`config.mk`:
```
export PLATFORM = sky130hd
export DESIGN_NAME = ddsm_pipe_acc_flat
export DESIGN_NICKNAME = d
export VERILOG_FILES = /design/src/rtl/ddsm_pipe_acc_if.sv /design/src/rtl/ddsm_pipe_acc.sv /design/src/flat_wrapper.sv
export SDC_FILE = /design/constraint.sdc
export NUM_CORES = 1
export LEC_CHECK = 0
export CORE_MARGIN = 3
export CORE_UTILIZATION = 50
export DETAILED_ROUTE_END_ITERATION = 16
export PLACE_DENSITY = 0.82
export SETUP_SLACK_MARGIN = 0.2
export SYNTH_ARGS = -nofsm -noshare
export SYNTH_HDL_FRONTEND = slang
export SYNTH_SLANG_ARGS = --single-unit
```
`constraint.sdc`:
```
create_clock -name i_clk -period 4.91 [get_ports i_clk]
set_clock_uncertainty 0.05 [all_clocks]
set_input_delay 0.491 -clock i_clk [delete_from_list [all_inputs] [get_ports i_clk]]
set_output_delay 0.491 -clock i_clk [all_outputs]
set_load 0.1 [all_outputs]
```
`src/rtl/ddsm_pipe_acc_if.sv`:
```
// Stream bundle for the pipelined delta-sigma accumulator.
// Control and increment flow in; accumulator, overflow and valid flow out.
interface ddsm_pipe_acc_if #(
    parameter int WIDTH = 16
);
    logic             i_clr;
    logic             i_en;
    logic [WIDTH-1:0] i_in;
    logic [WIDTH-1:0] o_acc;
    logic             o_cout;
    logic             o_valid;

    modport master (
        output i_clr, i_en, i_in,
        input  o_acc, o_cout, o_valid
    );

    modport slave (
        input  i_clr, i_en, i_in,
        output o_acc, o_cout, o_valid
    );
endinterface

```
`src/rtl/ddsm_pipe_acc.sv`:
```
// Pipelined first-order delta-sigma accumulator built from 4-bit segments.
// Segment carries are registered; input skew and output deskew keep samples aligned.
module ddsm_pipe_acc #(
    parameter int WIDTH = 16
) (
    input logic             i_clk,
    input logic             i_rst_n,
    ddsm_pipe_acc_if.slave  bus
);
    localparam int NSEG = WIDTH / 4;
    localparam int CW   = $clog2(NSEG + 1);

    if ((WIDTH % 4) != 0 || WIDTH < 8) begin : g_bad_width
        $error("ddsm_pipe_acc: WIDTH must be a multiple of 4 and at least 8");
    end

    logic [WIDTH-1:0] acc;
    logic [CW-1:0]    cnt_q;

    genvar k;
    for (k = 0; k < NSEG; k++) begin : g_seg
        logic [3:0] op;
        logic       cin;
        logic [4:0] sum;
        logic [3:0] sum_q;
        logic       cy_q;

        if (k == 0) begin : g_head
            assign op  = bus.i_in[3:0];
            assign cin = 1'b0;
        end else begin : g_skew
            // Operand waits k edges so it meets the carry of its own sample
            logic [3:0] skew_q [k];

            always_ff @(posedge i_clk or negedge i_rst_n) begin
                if (!i_rst_n) begin
                    for (int j = 0; j < k; j++) skew_q[j] <= '0;
                end else if (bus.i_clr) begin
                    for (int j = 0; j < k; j++) skew_q[j] <= '0;
                end else if (bus.i_en) begin
                    skew_q[0] <= bus.i_in[4*k +: 4];
                    for (int j = 1; j < k; j++) skew_q[j] <= skew_q[j-1];
                end
            end

            assign op  = skew_q[k-1];
            assign cin = g_seg[k-1].cy_q;
        end

        assign sum = {1'b0, sum_q} + {1'b0, op} + {4'b0, cin};

        always_ff @(posedge i_clk or negedge i_rst_n) begin
            if (!i_rst_n) begin
                sum_q <= '0;
                cy_q  <= 1'b0;
            end else if (bus.i_clr) begin
                sum_q <= '0;
                cy_q  <= 1'b0;
            end else if (bus.i_en) begin
                sum_q <= sum[3:0];
                cy_q  <= sum[4];
            end
        end

        if (k == NSEG - 1) begin : g_last
            assign acc[4*k +: 4] = sum_q;
        end else begin : g_deskew
            logic [3:0] dsk_q [NSEG-1-k];

            always_ff @(posedge i_clk or negedge i_rst_n) begin
                if (!i_rst_n) begin
                    for (int j = 0; j < NSEG-1-k; j++) dsk_q[j] <= '0;
                end else if (bus.i_clr) begin
                    for (int j = 0; j < NSEG-1-k; j++) dsk_q[j] <= '0;
                end else if (bus.i_en) begin
                    dsk_q[0] <= sum_q;
                    for (int j = 1; j < NSEG-1-k; j++) dsk_q[j] <= dsk_q[j-1];
                end
            end

            assign acc[4*k +: 4] = dsk_q[NSEG-2-k];
        end
    end

    always_ff @(posedge i_clk or negedge i_rst_n) begin
        if (!i_rst_n) begin
            cnt_q <= '0;
        end else if (bus.i_clr) begin
            cnt_q <= '0;
        end else if (bus.i_en && cnt_q != CW'(NSEG)) begin
            cnt_q <= cnt_q + 1'b1;
        end
    end

    assign bus.o_acc   = acc;
    assign bus.o_cout  = g_seg[NSEG-1].cy_q;
    assign bus.o_valid = (cnt_q == CW'(NSEG));
endmodule

```
`src/flat_wrapper.sv`:
```
// flat-port wrapper written by rule: the top's interface ports become plain ports
module ddsm_pipe_acc_flat 
#(
    parameter int WIDTH = 16
)
  (i_clk, i_rst_n, bus_i_clr, bus_i_en, bus_i_in, bus_o_acc, bus_o_cout, bus_o_valid);
  ddsm_pipe_acc_if #(.WIDTH(WIDTH)) bus_i ();
  input logic i_clk;
  input logic i_rst_n;
  input wire logic [$bits(bus_i.i_clr)-1:0] bus_i_clr;
  input wire logic [$bits(bus_i.i_en)-1:0] bus_i_en;
  input wire logic [$bits(bus_i.i_in)-1:0] bus_i_in;
  output wire logic [$bits(bus_i.o_acc)-1:0] bus_o_acc;
  output wire logic [$bits(bus_i.o_cout)-1:0] bus_o_cout;
  output wire logic [$bits(bus_i.o_valid)-1:0] bus_o_valid;
  assign bus_i.i_clr = bus_i_clr;
  assign bus_i.i_en = bus_i_en;
  assign bus_i.i_in = bus_i_in;
  assign bus_o_acc = bus_i.o_acc;
  assign bus_o_cout = bus_i.o_cout;
  assign bus_o_valid = bus_i.o_valid;
  ddsm_pipe_acc #(.WIDTH(WIDTH)) u_core (.i_clk(i_clk), .i_rst_n(i_rst_n), .bus(bus_i));
endmodule
```
### Word level (Yosys, flattened, before mapping)

Index checks and enable logic that the tools add are counted.
Widths: inputs -> output; s select.

| storage, ports and cells | value |
|---|---|
| word-level logic and storage cells | 64 |
| flip-flop bits (word level) | 71 |
| output and inout port bits | 18 |
| bits of input ports | 20 |

| cells by class | value |
|---|---|
| equality and inequality tests | 2 |
| muxes and demuxes | 30 |
| reductions and logical operators | 3 |
| add/subtract/negate cells | 8 |

Operator list:

| kind | count |
|---|---|
| $mux 12 | 4 |
| $mux 4 | 12 |
| $mux 8 | 4 |
| $add 4x4->5 | 4 |
| $add 5x1->5 | 3 |
| $mux 1 | 8 |
| $mux 3 | 2 |
| $reduce_bool 2->1 | 2 |
| $add 3x1->3 const B | 1 |
| $eq 3x3->1 const B | 1 |
| $ne 3x3->1 const B | 1 |
| $logic_and 1x1->1 | 1 |

### Depth between registers and ports, before layout

| depth | value |
|---|---|
| word-level depth | 4 |
| gate-level depth with buffers | 6 |
| mapped depth without buffers | 6 |

### Least setup slack after synthesis

OpenSTA, ideal clock, no wires.

| timing | value |
|---|---|
| path type | flip-flop to flip-flop |
| start | register u_core.g_seg[3].sum_q[0] |
| end | register u_core.g_seg[3].cy_q (netlist: u_core.bus.o_cout) |
| slack | 2.614 ns |
| period minus slack after synthesis | 2.296 ns |
| setup time | 0.126 ns |
| stages on the path, launching flop included | 6 |
| arrival | 2.120 ns |
| cells stage by stage | dfrtp_1 -> fa_1 -> fa_1 -> a21o_1 -> a21oi_1 -> a211oi_1 |

| on the way | value |
|---|---|
| word-level cells in the longest chain between the ends | 4 |

RTL lines:

| what | line | source |
|---|---|---|
| from (decl) | ddsm_pipe_acc.sv:25 | `logic [3:0] sum_q;` |
| from (signal assigned) | ddsm_pipe_acc.sv:60 | `sum_q <= sum[3:0];` |
| $add 4x4->5 | ddsm_pipe_acc.sv:50 | `assign sum = {1'b0, sum_q} + {1'b0, op} + {4'b0, cin};` |
| $add 5x1->5 | ddsm_pipe_acc.sv:50 |  |
| $mux 1 | ddsm_pipe_acc.sv:59 | `end else if (bus.i_en) begin` |
| $mux 1 | ddsm_pipe_acc.sv:56 | `end else if (bus.i_clr) begin` |
| to (signal assigned) | ddsm_pipe_acc.sv:61 | `cy_q <= sum[4];` |
| to (decl) | ddsm_pipe_acc.sv:26 | `logic cy_q;` |

No other way between the ends. The select of a mux whose other input is x is not followed.
A chain may end at the register's enable or synchronous reset.

### Worst setup path in the final report

| timing | value |
|---|---|
| start | register u_core.cnt_q[0] |
| end | output bus_o_valid |

| on the way | value |
|---|---|
| word-level cells in the longest chain between the ends | 1 |

RTL lines:

| what | line | source |
|---|---|---|
| from (decl) | ddsm_pipe_acc.sv:18 | `logic [CW-1:0] cnt_q;` |
| from (signal assigned) | ddsm_pipe_acc.sv:91 | `cnt_q <= cnt_q + 1'b1;` |
| $eq 3x3->1 | ddsm_pipe_acc.sv:97 | `assign bus.o_valid = (cnt_q == CW'(NSEG));` |
| to (decl) | flat_wrapper.sv:15 | `output wire logic [$bits(bus_i.o_valid)-1:0] bus_o_valid;` |

No other way between the ends.

==> key figures <==
STA
  • Worst-margin pin slew: 1.094 ns
  • Final hold vios: 0
  • RSZ-0062 raised after global routing: no
  • F_max: 358.2 MHz
  • Post-layout worst setup margin: roughly 2.1 ns
  • Period utilization: approximately 57%
  • Setup TNS: 0 ns
  • Slew Viols, Final: 0
  • Minimum clock period after layout: approximately 2.8 ns
  • Number of setup violations in the final report: 0
  • Max_slew headroom: between 20% and 30%

Setup path
  • Worst setup path class: flop to primary output
  • Worst Setup End Kind: primary output
  • WP data arrival: 2.25 ns
  • Worst endpoint required time: ~4.4 ns
  • CP startpoint kind: flop
  • CP max stage cell: clkdlybuf4s50_1
  • R2r setup slk: 2.87 ns
  • Crit Path Max Fanout: 3
  • Crit-path cells: inv_1, ha_1, and2_1, clkdlybuf4s50_1
  • Reg2Reg Launch Point: u_core.g_seg[3].sum_q[0]
  • Crit-path max cell delay: about 1.1 ns
  • FF-to-FF End: u_core.bus.o_cout
  • Worst r2r path cells: 5

Synthesis
  • Main flop type after synthesis: dfrtp_1
  • Seq cells post-synth: 71
  • Synth async-reset ratio: 100.0%
  • Largest area contributor in the netlist: dfrtp_1
  • Post-synth top area share: 51.37%
  • Most common library cells after synthesis: dfrtp_1 (71), nor2_1 (67), mux2i_1 (57)
  • Sequential cell area fraction in the yosys report: 51.37%
  • Top-count cell post-synth: dfrtp_1
  • Syn Area/Cell: about 12 µm²
  • Largest cells by area after synthesis: dfrtp_1 (51%), mux2i_1 (16%), nor2_1 (7.3%), ha_1 (5.4%), fa_1 (4.1%)
  • Ys Warns: 0
  • Syn Inst Count: between 200 and 300
  • Yosys cell types: 27
  • Synthesized Nets: around 340
  • Post-synth EDFFs: 0
  • Mapped cell area: between 3000 and 4000 µm²

Worst hold path
  • HP Class: input port to asynchronous set/reset pin

Drt
  • Total Routed Length: between 5000 and 6000 µm
  • Vias per inst: approximately 5.3
  • Starting DRC count in detailed routing: roughly 110
  • # DRC: 0
  • Post-route ant nets: 0
  • Routed length per placed instance: 14.14 µm
  • Router iterations before antenna repair: 4
  • Vias post-DR: around 2200

Floorplan
  • Io pins: 38
  • Die height: slightly below 90 µm
  • Die Area: ~8000 µm²
  • Die W: 89.17 µm
  • Std-Cell Rows: 29
  • Core Area: between 6000 and 7000 µm²
  • Initial core utilization: between 50% and 60%

Clock tree
  • Post-cts sizing count: 0
  • Max H-tree Level: 3
  • Post-CTS Setup Bufs: 0
  • Skew-Pair Late Insertion Delay: about 0.35 ns
  • Worst-path clk slew: 0.07 ns
  • Num CTS Buffers: 9
  • CTS Buffer Depth: 2
  • CTS root buf: clkbuf_8
  • CTS tree: done
  • CTS sink count: around 70
  • Hold buffer count at CTS: 0

Cells and area
  • FF/Latch Area: 1777 µm²
  • Ratio of cells with drive above 1 in the final layout: 6.364%
  • Antenna cells: 0
  • Multi-input logic area: around 1500 µm²
  • Utilization after layout: approximately 61%
  • Final non-filler cell total: ~410
  • Layout Nets: between 300 and 400
  • # fillers: about 530
  • Area growth, synth to finish: 14.76%

Placed design
  • I/O Buffers: 37
  • DP Cell Count: 391
  • HPWL after DPL: approximately 3800 µm
  • Placement Setup Slack: 2.489 ns
  • Placer Congestion: 0.7714

Power
  • PwrDens: ~330 nW/µm²
  • Worst vdd ir: about 0.22 mV
  • Static leakage: about 0.0020 µW

GRT
  • GRT Total Usage: between 15 and 20%
  • Gr ovfl total: 0
  • Largest net degree at the start of global routing: 78
  • Vias in the first global route: approximately 2200
  • Initial antenna violation count: 0
  • First-pass GRT wire length: slightly above 10000 µm

Flow run
  • Max Cap Viol: 0

Status
  • Outcome: finished, final reports clean
==> how the worst max path moves through the flow <==
stage	slack (ns)	to	cells past startpoint	from
after floorplan	2.61	u_core.bus.o_cout	5	u_core.g_seg[3].sum_q[0]
after global placement	2.53	bus_o_valid	4	u_core.cnt_q[0]
after detailed placement	2.49	bus_o_valid	4	u_core.cnt_q[0]
after CTS	2.10	bus_o_valid	4	u_core.cnt_q[0]
after global routing	2.02	bus_o_valid	4	u_core.cnt_q[0]
final	2.12	bus_o_valid	4	u_core.cnt_q[0]
==> critical path, delay by kind of cell, from the launching register on <==
| kind | cells | cell delay (ns) |
|---|---|---|
| buffers and inverters | 2 | 1.19 |
| flip-flops | 1 | 0.41 |
| adder cells (fa/ha/maj) | 1 | 0.17 |
| AND/OR/NAND/NOR | 1 | 0.13 |
==> cell type report <==
class	instances	area share, %
multi-input cells	198	37.52
flip-flops and latches	71	44.77
clock buffers	9	3.121
inverters	6	0.5675
clock inverters	7	2.207
repair buffers	39	9.395
well taps	77	2.427
==> cell families (layout without fill, tap and decap cells) <==
kind of cell,count (synthesis),in the layout,synth area share (%)
buffers and inverters,30,61,5.571
xor gates and xnor gates,5,5,1.266
adders and majority gates,22,22,9.479
DFF,71,71,51.37
AOI/OAI and AO/OA,24,24,4.739
muxes,58,58,16.82
and+or+nand+nor,89,89,10.75
==> state kept, by name (all words and copies together) (netlist names) <==
name	count
u_core.g_seg.g_deskew.dsk_q	16
u_core.g_seg.sum_q	16
u_core.g_seg.g_skew.skew_q	16
u_core.bus.o_acc	8
u_core.g_seg.op	8
u_core.cnt_q	3
u_core.g_seg.cy_q	3
u_core.bus.o_cout	1
==> placed cells by master, fill, tap and decap left out, types with 2 or more instances in the layout <==
master           instances
a21oi_1                  8
nor2b_1                  2
a211oi_1                 6
nand3_1                  8
clkinv_2                 4
buf_4                    3
nand2_1                  4
clkbuf_8                 9
mux2i_1                 57
dfrtp_1                 71
inv_1                    6
nor2_1                  67
fa_1                     7
a21o_1                   3
clkdlybuf4s50_1         34
buf_2                    2
xnor2_1                  5
ha_1                    15
nand4_1                  4
a211o_1                  4
bufinv_16                2
==> report_power, final <==
part	leakage, µW	internal, µW	switching [µW]
combinational	0.000933	68.3	101
sequential	0.000968	611	21.0
clock	0.000109	282	217
total	0.00201	962	339
==> metrics by stage <==
step	hold WS (ns)	total power [µW]	instance area, µm²
2_1_floorplan	0.1454	763.6	3458
3_3_place_gp	0.4516	808.0	3757
3_5_place_dp	0.4639	815.2	3757
4_1_cts	0.3205	1317	3969
5_1_grt	0.3590	1364	3969
6_report	0.2884	1300	3969
==> layer usage <==
metal  track usage [%]  share of wire, %  wire (µm)
met5                 0                 0          0
met2             24.72                47       2681
met1             23.14                48       2743
met3             4.700               4.0        228
met4             7.984               1.8        103
Power figures use the tool's default switching activity.
